$ cat src/rtl/fw_rv_fifo_buffer_pkg.sv
// Shared definitions for the fw_rv_fifo_buffer slice: handshake encoding and
// pointer sizing helper.
package fw_rv_fifo_buffer_pkg;

  // {push, pop} for one cycle, as seen by the occupancy counter.
  typedef enum logic [1:0] {
    OP_IDLE = 2'b00,
    OP_POP  = 2'b01,
    OP_PUSH = 2'b10,
    OP_BOTH = 2'b11
  } rv_op_e;

  // Pointer width never drops to zero bits, even for a single entry.
  function automatic int ptr_width(input int depth);
    return (depth > 1) ? $clog2(depth) : 1;
  endfunction

endpackage

$ cat src/rtl/fw_rv_wrap_ctr.sv
// Modulo-N pointer with synchronous clear and increment enable; wraps N-1 -> 0
// by explicit compare so non-power-of-two N works.
module fw_rv_wrap_ctr
  import fw_rv_fifo_buffer_pkg::*;
#(
  parameter int N = 4,
  parameter int W = ptr_width(N)
) (
  input  logic         clock,
  input  logic         reset,
  input  logic         clear,
  input  logic         inc,
  output logic [W-1:0] value
);

  localparam logic [W-1:0] LAST = W'(N - 1);

  // NOTE: sequential state uses non-blocking assignments so every register
  // samples pre-edge values regardless of block ordering.
  always_ff @(posedge clock) begin
    if (reset || clear) begin
      value <= '0;
    end else if (inc) begin
      value <= (value == LAST) ? '0 : value + W'(1);
    end
  end

endmodule

$ cat src/rtl/fw_rv_fifo_buffer.sv
// DEPTH-entry ready/valid FIFO with fill level, almost-full flag and
// synchronous flush; storage read combinationally at the head pointer.
module fw_rv_fifo_buffer
  import fw_rv_fifo_buffer_pkg::*;
#(
  parameter int WIDTH       = 8,
  parameter int DEPTH       = 4,
  parameter int AFULL_LEVEL = DEPTH - 1
) (
  input  logic                       clock,
  input  logic                       reset,
  input  logic                       flush,
  input  logic [WIDTH-1:0]           i_dat,
  input  logic                       i_valid,
  output logic                       i_ready,
  output logic [WIDTH-1:0]           o_dat,
  output logic                       o_valid,
  input  logic                       o_ready,
  output logic [$clog2(DEPTH+1)-1:0] o_count,
  output logic                       o_afull
);

  localparam int CNT_W = $clog2(DEPTH + 1);
  localparam int PTR_W = ptr_width(DEPTH);

  logic [WIDTH-1:0] mem [DEPTH];
  logic [PTR_W-1:0] wr_ptr;
  logic [PTR_W-1:0] rd_ptr;
  logic [CNT_W-1:0] count;
  logic             push;
  logic             pop;
  logic             pop_eff;
  rv_op_e           op;

  assign o_valid = (count != '0);
  assign pop     = o_valid & o_ready;
  // A full buffer still accepts when the head leaves in the same cycle.
  assign i_ready = !flush & ((count < CNT_W'(DEPTH)) | pop);
  assign push    = i_valid & i_ready;
  assign pop_eff = pop & !flush;
  assign op      = rv_op_e'({push, pop_eff});

  assign o_dat   = mem[rd_ptr];
  assign o_count = count;
  assign o_afull = (count >= CNT_W'(AFULL_LEVEL));

  fw_rv_wrap_ctr #(.N(DEPTH), .W(PTR_W)) u_wr_ctr (
    .clock (clock),
    .reset (reset),
    .clear (flush),
    .inc   (push),
    .value (wr_ptr)
  );

  fw_rv_wrap_ctr #(.N(DEPTH), .W(PTR_W)) u_rd_ctr (
    .clock (clock),
    .reset (reset),
    .clear (flush),
    .inc   (pop_eff),
    .value (rd_ptr)
  );

  // NOTE: storage is reset so o_dat reads a defined 0 out of reset; flush
  // deliberately leaves the contents alone and only rewinds the pointers.
  always_ff @(posedge clock) begin
    if (reset) begin
      for (int i = 0; i < DEPTH; i++) mem[i] <= '0;
    end else if (push) begin
      mem[wr_ptr] <= i_dat;
    end
  end

  always_ff @(posedge clock) begin
    if (reset || flush) begin
      count <= '0;
    end else begin
      unique case (op)
        OP_PUSH: count <= count + CNT_W'(1);
        OP_POP:  count <= count - CNT_W'(1);
        OP_BOTH, OP_IDLE: count <= count;
      endcase
    end
  end

endmodule

$ cat config.mk
export PLATFORM = sky130hd
export DESIGN_NAME = fw_rv_fifo_buffer
export DESIGN_NICKNAME = d
export VERILOG_FILES = /design/src/rtl/fw_rv_fifo_buffer_pkg.sv /design/src/rtl/fw_rv_wrap_ctr.sv /design/src/rtl/fw_rv_fifo_buffer.sv
export SDC_FILE = /design/constraint.sdc
export NUM_CORES = 1
export LEC_CHECK = 0
export ABC_AREA = 1
export BUFFER_PORTS_ARGS = -buffer_cell sky130_fd_sc_hd__buf_4
export CAP_MARGIN = 20
export CORE_MARGIN = 2
export CORE_UTILIZATION = 30
export CTS_BUF_LIST = sky130_fd_sc_hd__clkbuf_8
export DETAILED_ROUTE_END_ITERATION = 16
export SYNTH_ARGS = -nofsm -noshare
export SYNTH_HDL_FRONTEND = slang
export SYNTH_SLANG_ARGS = --single-unit
$ cat constraint.sdc
create_clock -name clock -period 2.1 [get_ports clock]
set_input_delay 0.21 -clock clock [delete_from_list [all_inputs] [get_ports clock]]
set_output_delay 0.21 -clock clock [all_outputs]
set_load 0.02 [all_outputs]
==> metrics.log <==
INFO  metric worst_hold_path_type = in2reg
INFO  metric timing.rr.start = o_count[2]$_SDFFE_PP0N_
INFO  metric worstSetupStartpoint = o_count[2]$_SDFFE_PP0N_
INFO  metric ys.warnings.count = 0
INFO  metric mapped_area = 0.00189 mm^2
INFO  metric grt_overflow_total = 0
INFO  metric post_synth.cell_area_avg = 10.1 um^2
INFO  metric worst_slew_margin_rel = a little under 70%
INFO  metric tightestPinTransition = around 480 ps
INFO  metric timing.max_cap.violations = 0
INFO  metric skew_pair_late_insertion_delay = 290 ps
INFO  metric clock_transition_at_the_registers_of_the_reported_paths = 80 ps
INFO  metric synth.area.top_cells = edfxtp_1 (51%), nor2_1 (9.7%), dfxtp_1 (9.5%)
INFO  metric finalMaxSlewViolations = 0
INFO  metric critical_path.slowest_cell = dfxtp_2
INFO  metric worstSetupPathType = reg2reg
INFO  metric synth_fp_nets = 204
INFO  metric cts_hold_repair.buffers = 0
INFO  metric power = 1.58 mW
INFO  metric postSynthRegisterBits = between 40 and 50
INFO  metric core_area = approximately 0.0060 mm^2
INFO  metric post_drt_via_cell_ratio = approximately 4.7
INFO  metric dpl_cell_area = 0.00219 mm^2
INFO  metric final.setup_skew = 4.12 ps
INFO  metric fp.dieW = about 83 um
INFO  metric drive_above_1_share = 21.6%
INFO  metric synth_sequential_area_ratio = 60.3%
INFO  metric fp-row-count = 28
INFO  metric grt_setup_unrepaired = false
INFO  metric cts_tree = built
INFO  metric finalHoldWorstSlack = 226 ps
INFO  metric critPathLaunchType = flop
INFO  metric grt_pass1_vias = approximately 1,400
INFO  metric dpl.hpwl = 2640 um
INFO  metric multi_input_comb_area = 644 um^2
INFO  metric vdd_drop_max = ~270 uV
INFO  metric detail_route.wl_per_cell = 13.0 um
INFO  metric timing.fmax = about 0.55 GHz
INFO  metric setup.worst_path.end_class = flop
INFO  metric worstHoldStart = i_valid
INFO  metric grt_pass1_wl = 6320 um
INFO  metric synth_cells = 187
INFO  metric largest_net_degree_at_the_start_of_global_routing = 17
INFO  metric post_cts.repair.setup_buffers = 0
INFO  metric io_buffer_count = 26
INFO  metric cp.arrival = about 2000 ps
INFO  metric hold_violations = 0
INFO  metric wirelength = 3850 um
INFO  metric timing.critical_path.cells = inv_1, nand3_1, nand2_1, nor2_1, ha_1, inv_1, fa_1, inv_1, nand2_1, nand3_1, nand2_1, nand2_1, nor2_1
INFO  metric fin_setup_tns = 0 ps
INFO  metric synth_top_area_share = 50.8%
INFO  metric power_density = between 600 and 700 mW/mm^2
INFO  metric post-route-min-period = 1810 ps
INFO  metric drt.antenna.violating_nets = 0
INFO  metric critPathMaxFanout = 4
INFO  metric cpMostUsedCell = nand2_1
INFO  metric run_status = complete, no violations
INFO  metric gp_routability_congestion = 0.680
INFO  metric number_of_buffers_added_by_the_clock_tree_synthesis_step = 5
INFO  metric number_of_distinct_library_cell_variants_in_the_gate_level_netlist_after_synthesis = 21
INFO  metric worst_path_buffer_plus_inverter_count = 3
INFO  metric grt.total_usage = 11.5%
INFO  metric final-seq-area = 0.00114 mm^2
INFO  metric cellLeakagePower = 0.927 nW
INFO  metric layout-area-overhead-vs-synth = 20.4%
INFO  metric drcViolationCount = 0
INFO  metric netlist.top_cell.by_area = edfxtp_1
INFO  metric fin_crit_sh = between 80% and 90%
INFO  metric setup-violations-final = 0
INFO  metric detail_route.iter0.violations = 62
INFO  metric clock_sinks = between 40 and 50
INFO  metric clockRootBuffer = clkbuf_8
INFO  metric height_of_the_die = 83.4 um
INFO  metric vias = 1,410
INFO  metric io-pin-count = 27
INFO  metric fp.dieArea = 0.00696 mm^2
INFO  metric diodes = 0
INFO  metric fillers = between 600 and 700
INFO  metric timing.critical_path.required = 2290 ps
INFO  metric core_utilization_of_the_finished_layout = 37.8%
INFO  metric floorplan.initialDensity = 31.4%
INFO  metric critical_path.top_delay_family = adder cells
INFO  metric first_pass_iters = 4
INFO  metric antenna_found_initial = 0
INFO  metric finalNetCount = 238
INFO  metric cts.path.max_buffers = 2
INFO  metric cts_max_level = 2
INFO  metric critPathMaxStageDelay = 380 ps
INFO  metric layout.cell_area.non_filler = 0.00228 mm^2
==> area by class of cell <==
class | count | share of cell area [%]
timing repair buffer | 30 | 9.88
clock buffer | 5 | 3.02
tap | 75 | 4.12
clock inverter | 3 | 0.769
sequential | 41 | 50.1
multi-input combinational | 120 | 28.3
inverter | 23 | 3.79
==> Yosys cell counts <==
master    count
nand2_1      12
ha_1          3
nand3_1       4
fa_1          1
buf_2         2
nor3_1        6
o22ai_1       8
dfxtp_1       9
nand3_2       1
inv_2         2
buf_6         1
nor3_2        2
edfxtp_1     32
o21ai_0      22
nand3_4       3
o211ai_1      1
a21oi_4       1
nor2_1       49
nor2_4        1
a21oi_1       6
inv_1        21
==> kinds of logic (layout without fill, tap and decap cells) <==
family	count (synthesis)	after routing	share of synthesized area, %
adder cells (fa/ha/maj)	4	4	3.04
AO/OA/AOI/OAI	38	38	11.3
flip-flops	41	41	60.3
AND/OR/NAND/NOR	78	78	19.7
buffers and inverters	26	61	5.68
==> placed cells by master (no fill, tap or decap), drive strengths merged <==
| master | n |
|---|---|
| clkinv | 3 |
| o211ai | 1 |
| o22ai | 8 |
| nand3 | 8 |
| inv | 23 |
| ha | 3 |
| a21oi | 7 |
| nand2 | 12 |
| o21ai | 22 |
| nor2 | 50 |
| dfxtp | 9 |
| buf | 30 |
| nor3 | 8 |
| edfxtp | 32 |
| fa | 1 |
| clkbuf | 5 |
==> worst min-delay path: stages <==
cell and delay, ps:
buf_4 130, nand3_1 70, a21oi_1 50
==> routing by layer <==
metal / wire length, um / track usage (%)
met1: 1680 / 14.1
met4: 22 / 3.52
met5: 0 / 0
met3: 174 / 2.88
met2: 1970 / 19.9
==> sequential cells by signal (all words and copies together) (netlist names), named ones only <==
| name | count |
|---|---|
| mem | 32 |
| o_count | 3 |
| u_rd_ctr.value | 2 |
| u_wr_ctr.value | 2 |
==> worst paths after layout <==
check                                        end  slack (ps)  depth (start not counted)
setup reg to reg         o_count[2]$_SDFFE_PP0N_         290                         13
hold reg to reg          o_count[0]$_SDFFE_PP0N_         480                          1
setup / recovery         o_count[2]$_SDFFE_PP0N_         290                         13
hold / removal    u_wr_ctr.value[1]$_SDFFE_PP0P_         230                          3
==> stage by stage <==
stage,setup WS [ps],instances
floorplan,33.2,187
global placement,336,289
detailed placement,235,289
CTS,215,297
global route,57.4,297
finish,294,297
==> repair_timing <==
item / in CTS / in global routing
resized for setup: 0 / 1
endpoints found under the setup margin: 0 / 1
endpoints found under the hold margin: 0 / 0
==> where the power goes <==
part	internal (mW)	switching (mW)	total, mW
sequential	0.904	0.0104	0.914
combinational	0.0625	0.103	0.165
clock	0.230	0.268	0.497
total	1.20	0.381	1.58
Note: power is estimated with default switching activity, not from simulation.
